$ cat src/rtl/mips_pkg.sv
// Shared types and constants for the decode-stage hazard logic.
// The hazard state is the pair {load timer running, mult/div timer running}.
package mips_pkg;

    typedef enum logic [1:0] {
        ST_RUN        = 2'b00,
        ST_MD_WAIT    = 2'b01,
        ST_LD_WAIT    = 2'b10,
        ST_LD_MD_WAIT = 2'b11
    } hz_state_e;

    localparam logic [4:0] REG_ZERO = 5'd0;

endpackage

$ cat src/rtl/countdown_timer.sv
// Loadable down-counter that stops at zero; clear beats load beats decrement.
// Reports whether the count will be zero after the next clock edge.
module countdown_timer #(
    parameter int W = 2
) (
    input  logic         clk_i,
    input  logic         rst_ni,
    input  logic         clear_i,
    input  logic         load_i,
    input  logic [W-1:0] load_val_i,
    output logic         next_zero_o
);

    logic [W-1:0] count_q, count_d;

    always_comb begin
        count_d = count_q;
        if (clear_i) begin
            count_d = '0;
        end else if (load_i) begin
            count_d = load_val_i;
        end else if (count_q != '0) begin
            count_d = count_q - W'(1);
        end
    end

    always_ff @(posedge clk_i or negedge rst_ni) begin
        if (!rst_ni) begin
            count_q <= '0;
        end else begin
            count_q <= count_d;
        end
    end

    assign next_zero_o = (count_d == '0);

endmodule

$ cat src/rtl/id_hazard_controller.sv
// Decode-stage stall/flush sequencer: load-use and mult/div HI/LO hazards,
// taken-branch flush, and a saturating count of hazard stall cycles.
module id_hazard_controller
    import mips_pkg::*;
#(
    parameter int LOAD_USE_CYCLES = 1,
    parameter int MD_LATENCY      = 4,
    parameter int CNT_W           = 16
) (
    input  logic             i_clk,
    input  logic             i_reset,
    input  logic             i_id_valid,
    input  logic [4:0]       i_id_rs,
    input  logic [4:0]       i_id_rt,
    input  logic             i_id_uses_rs,
    input  logic             i_id_uses_rt,
    input  logic             i_id_hilo_read,
    input  logic             i_md_start,
    input  logic             i_ex_mem_read,
    input  logic [4:0]       i_ex_rt,
    input  logic             i_branch_taken,
    output logic             o_pc_en,
    output logic             o_ifid_en,
    output logic             o_ifid_flush,
    output logic             o_idex_bubble,
    output logic             o_md_busy,
    output logic [CNT_W-1:0] o_stall_cnt,
    output logic [1:0]       o_dbg_state
);

    localparam int LD_W = $clog2(LOAD_USE_CYCLES + 1);
    localparam int MD_W = $clog2(MD_LATENCY + 1);
    localparam logic [LD_W-1:0] LD_RELOAD = LD_W'(LOAD_USE_CYCLES - 1);
    // The issue cycle is the first busy cycle, so the timer covers the rest.
    localparam logic [MD_W-1:0] MD_RELOAD = MD_W'(MD_LATENCY - 1);

    hz_state_e        state_q, state_d;
    logic [CNT_W-1:0] stall_cnt_q, stall_cnt_d;

    logic rs_hit, rt_hit, ld_hz, md_hz, stall;
    logic ld_running, md_busy, ld_load, md_issue;
    logic ld_next_zero, md_next_zero;

    assign ld_running = (state_q == ST_LD_WAIT) || (state_q == ST_LD_MD_WAIT);
    assign md_busy    = (state_q == ST_MD_WAIT) || (state_q == ST_LD_MD_WAIT);

    assign rs_hit = i_id_uses_rs && (i_id_rs == i_ex_rt);
    assign rt_hit = i_id_uses_rt && (i_id_rt == i_ex_rt);
    assign ld_hz  = i_id_valid && i_ex_mem_read && (i_ex_rt != REG_ZERO) && (rs_hit || rt_hit);
    assign md_hz  = i_id_valid && md_busy && (i_id_hilo_read || i_md_start);

    // A taken branch squashes ID, so its hazards never stall.
    assign stall    = !i_branch_taken && (ld_hz || md_hz || ld_running);
    assign ld_load  = ld_hz && !ld_running && !i_branch_taken;
    assign md_issue = i_id_valid && i_md_start && !stall && !i_branch_taken;

    countdown_timer #(.W(LD_W)) u_ld_timer (
        .clk_i       (i_clk),
        .rst_ni      (i_reset),
        .clear_i     (i_branch_taken),
        .load_i      (ld_load),
        .load_val_i  (LD_RELOAD),
        .next_zero_o (ld_next_zero)
    );

    countdown_timer #(.W(MD_W)) u_md_timer (
        .clk_i       (i_clk),
        .rst_ni      (i_reset),
        .clear_i     (1'b0),
        .load_i      (md_issue),
        .load_val_i  (MD_RELOAD),
        .next_zero_o (md_next_zero)
    );

    always_comb begin
        state_d       = hz_state_e'({!ld_next_zero, !md_next_zero});
        o_pc_en       = 1'b1;
        o_ifid_en     = 1'b1;
        o_ifid_flush  = 1'b0;
        o_idex_bubble = 1'b0;
        if (!i_reset) begin
            o_pc_en       = 1'b0;
            o_ifid_en     = 1'b0;
            o_idex_bubble = 1'b1;
        end else if (i_branch_taken) begin
            o_ifid_flush  = 1'b1;
            o_idex_bubble = 1'b1;
        end else if (stall) begin
            o_pc_en       = 1'b0;
            o_ifid_en     = 1'b0;
            o_idex_bubble = 1'b1;
        end
    end

    always_comb begin
        stall_cnt_d = stall_cnt_q;
        if (stall && (stall_cnt_q != '1)) begin
            stall_cnt_d = stall_cnt_q + CNT_W'(1);
        end
    end

    always_ff @(posedge i_clk or negedge i_reset) begin
        if (!i_reset) begin
            state_q     <= ST_RUN;
            stall_cnt_q <= '0;
        end else begin
            state_q     <= state_d;
            stall_cnt_q <= stall_cnt_d;
        end
    end

    assign o_md_busy   = i_reset && md_busy;
    assign o_stall_cnt = stall_cnt_q;
    assign o_dbg_state = state_q;

endmodule

$ cat config.mk
export PLATFORM = sky130hd
export DESIGN_NAME = id_hazard_controller
export DESIGN_NICKNAME = d
export VERILOG_FILES = /design/src/rtl/mips_pkg.sv /design/src/rtl/countdown_timer.sv /design/src/rtl/id_hazard_controller.sv
export SDC_FILE = /design/constraint.sdc
export NUM_CORES = 1
export LEC_CHECK = 0
export CAP_MARGIN = 20
export CORE_MARGIN = 2
export CORE_UTILIZATION = 45
export CTS_BUF_LIST = sky130_fd_sc_hd__clkbuf_4 sky130_fd_sc_hd__clkbuf_8
export CTS_CLUSTER_SIZE = 25
export DETAILED_ROUTE_END_ITERATION = 6
export GPL_TIMING_DRIVEN = 0
export PLACE_DENSITY = 0.78
export SLEW_MARGIN = 20
export SYNTH_ARGS = -nofsm -noshare
export SYNTH_HDL_FRONTEND = slang
export SYNTH_HIERARCHICAL = 1
export SYNTH_SLANG_ARGS = --single-unit
$ cat constraint.sdc
create_clock -name i_clk -period 3.4 [get_ports i_clk]
set_clock_uncertainty 0.2 [all_clocks]
set_input_delay 0.85 -clock i_clk [delete_from_list [all_inputs] [get_ports i_clk]]
set_output_delay 0.85 -clock i_clk [all_outputs]
set_load 0.03 [all_outputs]
-- Word-level counts from Yosys, hierarchy flattened
Index checks and enable logic that the tools add are counted.
- add/subtract/negate cells: 3
- muxes and demuxes: 13
- equality and inequality tests: 6
- reductions and logical operators: 28
- operators by type and width (operator ; number):
    16-bit by 1-bit adder with 16-bit output, second input constant ; 1
    16-bit != test, second input constant ; 1
    1-bit logical AND ; 15
    1-bit 2-to-1 mux ; 11
    5-bit == test ; 2
    1-bit logical OR ; 6
    3-bit 2-to-1 mux ; 2
    5-bit nonzero test ; 1
    2-bit == test, second input constant ; 2
    1-bit logical NOT ; 4
    3-bit logical NOT ; 1
    3-bit nonzero test ; 1
    3-bit by 1-bit subtractor with 3-bit output, second input constant ; 1
    2-bit by 1-bit == test with 1-bit output, second input constant ; 1
    1-bit subtractor, second input constant ; 1
- output and inout bits: 23
- flip-flop bits (word level): 22
- word-level logic and storage cells: 54

-- Depth between registers and ports, before layout
Gate-level depths: netlist (run 1).
- depth after elaboration: 13
- gate-level depth with buffers: 10

-- Modules after synthesis
The synthesis (run 1) kept the hierarchy.
- by module, submodules not included (module ; cells an instance ; sequential area each (um^2) ; area an instance (um^2) ; instances):
    id_hazard_controller ; 106 ; 450.4 ; 1119.8 ; 1
    countdown_timer at u_md_timer ; 23 ; 75.1 ; 232.7 ; 1
    countdown_timer at u_ld_timer ; 1 ; 0.0 ; 7.5 ; 1

-- Worst setup path before layout (run 1)
Ideal clock, no wire load.
- path kind: input-to-output
- start: in i_ex_rt[0]
- end: out o_pc_en
- data required time: 2.350 ns
- cell stages on the path: 6
- slack: -0.313 ns
- buffers on the path: 2
- arrival time: 2.663 ns
- path through: or4_1 o211ai_2 o21ai_4 buf_6 a21boi_1 buf_4
- word-level cells in the longest chain between the ends: 10
- elaborated cells on any way between the ends: 14
- those cells by class: eq/ne: 2; mux: 3; reduce/logical: 9
- ends and longest elaborated chain (what ; line ; RTL):
    start: declaration ; id_hazard_controller.sv:20 ; input logic [4:0] i_ex_rt,
    5-bit == test (on tied branches) ; id_hazard_controller.sv:47, id_hazard_controller.sv:48 ;
    1-bit logical AND (on tied branches) ; id_hazard_controller.sv:47, id_hazard_controller.sv:48 ;
    1-bit logical OR ; id_hazard_controller.sv:49 ; assign ld_hz = i_id_valid && i_ex_mem_read && (i_ex_rt != REG_ZERO) && (rs_hit || rt_hit);
    1-bit logical AND (*) ; id_hazard_controller.sv:49 ;
    1-bit logical OR (*) (2 in series) ; id_hazard_controller.sv:53 ; assign stall = !i_branch_taken && (ld_hz || md_hz || ld_running);
    1-bit logical AND (*) ; id_hazard_controller.sv:53 ;
    1-bit 2-to-1 mux (*) (3 in series) ; -- ;
    end: declaration ; id_hazard_controller.sv:22 ; output logic o_pc_en,
Mark *: on every way between the ends. The rest lies on a longest branch, timed or not.

-- Worst setup path in the final report (run 1)
- start: in i_ex_rt[3]
- end: out o_ifid_en
- word-level cells in the longest chain between the ends: 10
- elaborated cells on any way between the ends: 14
- those cells by class: eq/ne: 2; mux: 3; reduce/logical: 9
- ends and longest elaborated chain (what ; line ; RTL):
    5-bit == test (on tied branches) ; id_hazard_controller.sv:47, id_hazard_controller.sv:48 ;
    1-bit logical AND (on tied branches) ; id_hazard_controller.sv:47, id_hazard_controller.sv:48 ;
    1-bit logical OR ; id_hazard_controller.sv:49 ;
    1-bit logical AND (*) ; id_hazard_controller.sv:49 ;
    1-bit logical OR (*) (2 in series) ; id_hazard_controller.sv:53 ;
    1-bit logical AND (*) ; id_hazard_controller.sv:53 ;
    1-bit 2-to-1 mux (*) ; id_hazard_controller.sv:88 ; end else if (stall) begin
    1-bit 2-to-1 mux (*) ; id_hazard_controller.sv:85 ; end else if (i_branch_taken) begin
    1-bit 2-to-1 mux (*) ; id_hazard_controller.sv:81 ; if (!i_reset) begin
    end: declaration ; id_hazard_controller.sv:23 ; output logic o_ifid_en,
Marked as above.

==> results of run 1 <==
-- cell usage in the layout, fill, tap and decap left out, types with 2 or more instances in the layout --
master	n
sky130_fd_sc_hd__nand2_1	4
sky130_fd_sc_hd__xor2_1	10
sky130_fd_sc_hd__conb_1	7
sky130_fd_sc_hd__dlymetal6s2s_1	3
sky130_fd_sc_hd__clkbuf_4	4
sky130_fd_sc_hd__nor4b_4	2
sky130_fd_sc_hd__xnor2_1	12
sky130_fd_sc_hd__ha_1	3
sky130_fd_sc_hd__a311oi_2	2
sky130_fd_sc_hd__clkdlybuf4s50_1	24
sky130_fd_sc_hd__nor4b_1	2
sky130_fd_sc_hd__buf_2	5
sky130_fd_sc_hd__dlygate4sd2_1	5
sky130_fd_sc_hd__nor2b_1	3
sky130_fd_sc_hd__inv_1	9
sky130_fd_sc_hd__clkdlybuf4s15_1	2
sky130_fd_sc_hd__dfrtp_1	21
sky130_fd_sc_hd__buf_4	5
sky130_fd_sc_hd__nor3_1	3
sky130_fd_sc_hd__clkbuf_2	3
sky130_fd_sc_hd__nand3_1	10
sky130_fd_sc_hd__buf_6	6
sky130_fd_sc_hd__nor2_1	3
sky130_fd_sc_hd__nand4_1	4
sky130_fd_sc_hd__and2_1	4
sky130_fd_sc_hd__nor4_2	2
sky130_fd_sc_hd__and3_1	6
sky130_fd_sc_hd__a21oi_1	2
-- repair_timing --
item | 4_1_cts | 5_1_grt
pin swaps | 10 | 10
setup endpoints to repair | 6 | 5
cloned | 0 | 0
buffers inserted | 4 | 2
gates resized for setup | 60 | 22
-- power by group --
part | total [mW] | switching (mW) | internal (mW)
Combinational | 0.440 | 0.229 | 0.211
Clock | 0.131 | 0.0769 | 0.0537
Sequential | 0.341 | 0.0457 | 0.296
Total | 0.912 | 0.351 | 0.561
-- layout make-up --
| cell class | count | area, sq um | share of cell area [%] |
|---|---|---|---|
| Sequential cell | 21 | 526 | 26.3 |
| Multi-Input combinational cell | 102 | 867 | 43.4 |
| Buffer | 2 | 22.5 | 1.13 |
| Timing Repair Buffer | 52 | 479 | 24.0 |
| Inverter | 9 | 33.8 | 1.69 |
| Clock buffer | 4 | 30.0 | 1.50 |
| Tap cell | 31 | 38.8 | 1.94 |
-- flip-flops by register name (all words and copies together) (netlist names) --
register	cells
o_stall_cnt	16
u_md_timer/count_q	3
o_dbg_state	2
-- cell families (layout without fill, tap and decap cells) --
logic type	after synthesis	after routing	share of synthesized area [%]
AO/OA/AOI/OAI	12	12	9.84
XOR/XNOR	24	24	15.5
adder cells (fa/ha/maj)	3	3	2.76
buffers and inverters	12	67	4.14
flip-flops	21	21	38.6
multiplexers	1	1	0.828
other	2	7	0.552
AND/OR/NAND/NOR	55	55	27.8
-- how the worst max path moves through the flow --
stage | slack, ns | cells past startpoint | to | startpoint
final | 0.04 | 8 | o_ifid_en | i_ex_rt[3]
after global routing | -0.01 | 8 | o_ifid_en | i_ex_rt[3]
after CTS | -0.02 | 8 | o_pc_en | i_ex_rt[4]
after detailed placement | -1.02 | 8 | o_pc_en | i_ex_rt[0]
after global placement | -0.98 | 8 | o_pc_en | i_ex_rt[0]
after floorplan | 0.01 | 6 | o_pc_en | i_ex_rt[0]
-- per-layer routing --
| metal | up-vias | part of all wire, % | wire length [microns] | global-route usage [%] |
|---|---|---|---|---|
| li1 | 570 | - | - | - |
| met1 | 563 | 43 | 1410 | 24.4 |
| met2 | 18 | 53 | 1760 | 38.3 |
| met3 | 4 | 2.7 | 88 | 3.49 |
| met4 | 0 | 1.2 | 40 | 5.84 |
| met5 | - | 0 | 0 | 0 |
-- stage by stage --
step	setup slack [ns]	util [%]	area [sq um]
2_1_floorplan	0.0147	-	1390
3_3_place_gp	-0.977	67.4	1890
3_5_place_dp	-1.02	67.4	1890
4_1_cts	-0.0165	69.9	1960
5_1_grt	-0.0108	71.2	2000
6_report	0.0383	71.2	2000
==> reports/metrics.cfg, run 1 <==
[synth]
yosysWarnings = 6
synth_enable_flop_cells = 0
postSynthAreaPerCell_sq_um = 10.5
ys_types = 43
yosys.area.top_type_share_pct = 38.6
synth_seq_area_share_pct = 38.6
synth.most_common_cell = sky130_fd_sc_hd__dfrtp_1
flops_latches_synth = 21
share_of_async_settable_or_async_resettable_flops_after_synthesis_pct = 100
syn_inst = 130
synth-main-ff-cell = sky130_fd_sc_hd__dfrtp_1
post_synth_main_area_contributors = sky130_fd_sc_hd__dfrtp_1 (39%), sky130_fd_sc_hd__xnor2_1 (8.4%), sky130_fd_sc_hd__xor2_1 (7.1%)
leading_cell_types_by_count_after_synthesis = sky130_fd_sc_hd__dfrtp_1 (21), sky130_fd_sc_hd__xnor2_1 (13), sky130_fd_sc_hd__xor2_1 (11)
synthesis.area_sq_um = 1360
synthDominantAreaCellType = sky130_fd_sc_hd__dfrtp_1

[clock_network]
insertion_delay_ns = 0.30
clockBufferDepth = 2
numCtsBuffers = 3
cts_num_sinks = 21
cts-root-buf = sky130_fd_sc_hd__clkbuf_4
tritoncts_clock_tree = done
cts-htree-levels = 1
clock_transition_at_the_registers_of_the_reported_paths_ns = 0.12
hold_buffers = 0

[timing]
worst-slew-pin-transition_ns = 0.604
maxClockFrequency_mhz = 297
timing_hold_violations_final = 0
setup_viol = 0
rsz0062_at_grt = yes
period_share_pct = 98.9
timing.max_slew.rel_slack_pct = 59.6
post-route-min-period_ns = 3.36
totalNegativeSetupSlack_ns = 0
final_hold_slack_ns = 0.299
final-max-slew-violation-count = 0

[critical_path]
critical_path_arrival_ns = 2.31
critical_path.slowest_cell = sky130_fd_sc_hd__or4_4
regToRegEndpoint = o_stall_cnt[1]$_DFFE_PN0P_
rrSetupSlack_ns = 1.08
delay_heaviest_family_cp = simple AND/OR/NAND/NOR gates
critical_path_buf_inv_count = 4
r2r_cells = 7
critPathCaptureType = primary output
path_cells = buf_8, or4_4, o211ai_4, o21ai_4, buf_6, a21boi_4, buf_6, buf_6
crit_path_frequent_cell = sky130_fd_sc_hd__buf_6
setup_crit_path_kind = input port to primary output
worst_path_largest_cell_delay_ns = 0.54
startpoint_of_the_worst_register_to_register_path = o_stall_cnt[0]$_DFFE_PN0P_
worstSetupStartpointType = input port
required_ns = 2.35
critical_path.max_fanout = 3

[pwr]
power.ir.vdd_worst_uv = 439
power_per_cell_area_nw_per_um2 = 457
p_leak_nw = 0.918
post-layout-total-power_mw = 0.912

[detailed_routing]
drc_violations_left = 1
antenna_violating_nets_post_route = 0
avgRoutedWirePerCell_microns = 14.9
drt_first_iter_violations = 33
drt_first_pass_iters = 6
via_count = 1155
viasPerCell = 5.23
wl_mm = 3.30

[final_layout]
antenna-diode-count = 0
nets_final = 218
fin_cells = 221
layout-area-overhead-vs-synth_pct = 46.8
fillers = 229
post_route_cells_drive_above_1_share_pct = 23.2

[global_routing]
global_route.usage.total_pct = 20.7
global_route.overflow_total = 0
grt_max_degree = 26
grt_pass1_vias = 1195
grt_antenna_before_repair = 0
grt_first_pass_wirelength_mm = 5.49

[status]
outcome = finished, violations left
violated_checks = DRC

[floorplan]
rows = 19
die_w_microns = 59.0
initial_core_util_pct = 48.5
core_area_sq_um = 2810
io-pin-count = 47
die_area_sq_um = 3480
die_height_microns = 59.0

[placement]
buffer_ports.inserted = 46
dp_hpwl_mm = 2.54
globalplace.congestion = 0.798
post-place-cells = 212

[run]
max_cap_viol_count = 0

[worst_hold_path]
hold_path.class = input port to asynchronous set/reset pin

(Power assumes the default switching activity.)
==> inputs of run 2 (changes only) <==
Settings changed: CORE_UTILIZATION 45 to 47, HOLD_SLACK_MARGIN from default to 0.06, PLACE_DENSITY 0.78 to 0.81.
==> run 2 against run 1 <==
The run now ends clean; wire length grew 3.1%; first-iteration DRC count is 48% lower; die area down 4.0%; critical path depth shrank 1; largest power group unchanged; highest routed layer unchanged.
==> reports/metrics.cfg, run 2 (same netlist as run 1, synthesis figures left out) <==
[critical_path]
required_ns = 2.35  ; about the same
critPathCaptureType = primary output  ; unchanged
worstSetupStartpointType = input port  ; unchanged
critical_path_arrival_ns = 2.31  ; about the same
critical_path.slowest_cell = sky130_fd_sc_hd__or4_4  ; unchanged
path_cells = clkdlybuf4s15_2, or4_4, o211ai_4, o21ai_4, buf_6, a21boi_4, buf_6  ; was buf_8, or4_4, o211ai_4, o21ai_4, buf_6, a21boi_4, buf_6, buf_6
delay_heaviest_family_cp = buffers and inverters  ; was simple AND/OR/NAND/NOR gates
worst_path_largest_cell_delay_ns = 0.45  ; was 0.54 ns
crit_path_frequent_cell = sky130_fd_sc_hd__buf_6  ; unchanged
critical_path.max_fanout = 3  ; unchanged
setup_crit_path_kind = input port to primary output  ; unchanged
critical_path_buf_inv_count = 3  ; was 4

[timing]
period_share_pct = 98.7  ; was 98.9%
maxClockFrequency_mhz = 298  ; was 297 MHz
worst-slew-pin-transition_ns = 0.609  ; was 0.604 ns
setup_viol = 0  ; unchanged
timing.max_slew.rel_slack_pct = 59.2  ; was 59.6%
timing_hold_violations_final = 0  ; unchanged
final_hold_slack_ns = 0.289  ; was 0.299 ns
final-max-slew-violation-count = 0  ; unchanged
post-route-min-period_ns = 3.36  ; about the same

[pwr]
power.ir.vdd_worst_uv = 493  ; was 439 uV
internal_mw = 0.543  ; was 0.561 mW
p_comb_share_pct = 47.9  ; was 48.3%
power.switching_mw = 0.361  ; was 0.351 mW
power_frac_clock_pct = 14.1  ; was 14.3%
power_per_cell_area_nw_per_um2 = 464  ; was 457 nW/um^2
p_sw_share_pct = 39.9  ; was 38.5%
power.sequential.fraction_pct = 38.0  ; was 37.4%
p_leak_nw = 0.884  ; was 0.918 nW

[detailed_routing]
via_count = 1144  ; was 1155
avgRoutedWirePerCell_microns = 15.7  ; was 14.9 microns
wl_mm = 3.40  ; was 3.30 mm
antenna_violating_nets_post_route = 0  ; unchanged
viasPerCell = 5.30  ; was 5.23
drt_first_iter_violations = 17  ; was 33
drc_violations_left = 0  ; was 1
drt_first_pass_iters = 4  ; was 6

[global_routing]
global_route.overflow_total = 0  ; unchanged
global_route.usage.met3_pct = 4.02  ; was 3.49%
grt_first_pass_wirelength_mm = 5.63  ; was 5.49 mm
global_route.usage.total_pct = 22.2  ; was 20.7%
top_usage_layer = met2  ; unchanged
grt_pass1_vias = 1187  ; was 1195
grt_max_degree = 26  ; unchanged
met2_usage_pct = 38.8  ; was 38.3%
grt_antenna_before_repair = 0  ; unchanged
grt_use_met1_pct = 27.1  ; was 24.4%

[final_layout]
final_util_pct = 70.7  ; was 71.2%
post_route_cells_drive_above_1_share_pct = 20.0  ; was 23.2%
layout_commonest_cell = sky130_fd_sc_hd__clkdlybuf4s50_1  ; unchanged
layout-area-overhead-vs-synth_pct = 43.3  ; was 46.8%
largest_register_ff_count = 16  ; unchanged
nets_final = 213  ; was 218
mostFrequentLayoutCells = sky130_fd_sc_hd__clkdlybuf4s50_1 (25), sky130_fd_sc_hd__dfrtp_1 (21), sky130_fd_sc_hd__xnor2_1 (12)  ; was sky130_fd_sc_hd__clkdlybuf4s50_1 (24), sky130_fd_sc_hd__dfrtp_1 (21), sky130_fd_sc_hd__xnor2_1 (12)
antenna-diode-count = 0  ; unchanged
post-route-cell-area_sq_um = 1950  ; was 2000 sq um

[placement]
dp_hpwl_mm = 2.55  ; was 2.54 mm
globalplace.congestion = 0.759  ; was 0.798
post_dp_cell_area_sq_um = 1890  ; unchanged
buffer_ports.inserted = 46  ; unchanged

[floorplan]
rows = 19  ; unchanged
io-pin-count = 47  ; unchanged
die_w_microns = 57.8  ; was 59.0 microns
initial_core_util_pct = 49.3  ; was 48.5%
core_area_sq_um = 2760  ; was 2810 sq um
die_area_sq_um = 3340  ; was 3480 sq um
die_height_microns = 57.8  ; was 59.0 microns

[clock_network]
cts-root-buf = sky130_fd_sc_hd__clkbuf_4  ; unchanged
insertion_delay_ns = 0.32  ; was 0.30 ns
clock_transition_at_the_registers_of_the_reported_paths_ns = 0.12  ; about the same
cts_num_sinks = 21  ; unchanged
hold_buffers = 0  ; unchanged
cts-htree-levels = 1  ; unchanged
tritoncts_clock_tree = done  ; unchanged
numCtsBuffers = 3  ; unchanged
clockBufferDepth = 2  ; unchanged

[run]
max_cap_viol_count = 0  ; unchanged

[worst_hold_path]
hold_path.class = input port to asynchronous set/reset pin  ; unchanged

[status]
outcome = finished clean  ; was finished, violations left

-- run 2: cell count changes in the layout (fill, tap and decap cells not counted) --
| cell | change |
|---|---|
| sky130_fd_sc_hd__clkbuf_4 | -1 |
| sky130_fd_sc_hd__buf_4 | -3 |
| sky130_fd_sc_hd__buf_6 | -1 |
| sky130_fd_sc_hd__clkdlybuf4s15_2 | +2 |
| sky130_fd_sc_hd__xor2_1 | +1 |
| sky130_fd_sc_hd__clkbuf_2 | -1 |
| sky130_fd_sc_hd__clkdlybuf4s50_1 | +1 |
| sky130_fd_sc_hd__buf_2 | -2 |
| sky130_fd_sc_hd__clkinv_2 | +1 |
| sky130_fd_sc_hd__xor2_2 | -1 |
| sky130_fd_sc_hd__clkdlybuf4s15_1 | -2 |
| sky130_fd_sc_hd__dlygate4sd2_1 | +3 |
| sky130_fd_sc_hd__buf_8 | -1 |
| sky130_fd_sc_hd__dlymetal6s2s_1 | -1 |
-- run 2: power groups by stage --
stage               Clock (mW)  Combinational, mW  Sequential (mW)
finish                   0.128              0.432            0.344
detailed placement           0              0.422            0.345
global placement             0              0.408            0.339
CTS                      0.132              0.436            0.343
floorplan                    0              0.209            0.398
global route             0.140              0.470            0.350
-- run 2: area by class of cell --
cell class,count,area [sq um]
Tap cell,31,38.8
Inverter,9,33.8
Timing Repair Buffer,48,453
Fill cell,229,808
Multi-Input combinational cell,102,860
Clock buffer,3,22.5
Sequential cell,21,526
Buffer,1,11.3
Clock inverter,1,5.00
-- run 2: path summary, 6_finish.rpt --
path	start	endpoint	slack, ns	depth (start not counted)
setup / recovery	i_ex_rt[0]	o_ifid_en	0.04	7
min in group i_clk	o_stall_cnt[9]$_DFFE_PN0P_	o_stall_cnt[9]$_DFFE_PN0P_	0.29	1
hold reg to reg	o_stall_cnt[9]$_DFFE_PN0P_	o_stall_cnt[9]$_DFFE_PN0P_	0.29	1
setup reg to reg	o_stall_cnt[0]$_DFFE_PN0P_	o_stall_cnt[1]$_DFFE_PN0P_	1.08	7
max in group asynchronous	i_reset	o_stall_cnt[11]$_DFFE_PN0P_	2.36	1
hold / removal	i_reset	o_stall_cnt[12]$_DFFE_PN0P_	0.29	1
-- run 2: routing by layer --
layer  up-vias  routed length [microns]
met1       552                     1420
met3         5                      115
met4         0                       51
met5         -                        0
li1        562                        -
met2        25                     1810
-- run 2: stage by stage --
step           cells  setup TNS, ns  power, mW  worst slack (ns)
6_report         216              0      0.904            0.0450
5_1_grt          216      -0.000188      0.960         -0.000188
4_1_cts          217        -0.0184      0.911           -0.0184
3_5_place_dp     212          -5.11      0.767             -1.06
3_3_place_gp     212          -4.74      0.747            -0.976
2_1_floorplan    135              0      0.607            0.0147
-- run 2: worst reg2reg max path: cells and delay by family, from the launching register on --
family                   cells  cell delay [ns]
adder cells (fa/ha/maj)      1             0.22
flip-flops                   1             0.44
AND/OR/NAND/NOR              5             1.02
multiplexers                 1             0.33
-- run 2: timing repair --
action | 4_1_cts | 5_1_grt
setup endpoints to repair | 6 | 5
resized for setup | 62 | 10
pin swaps | 10 | 10
buffers inserted | 2 | 1
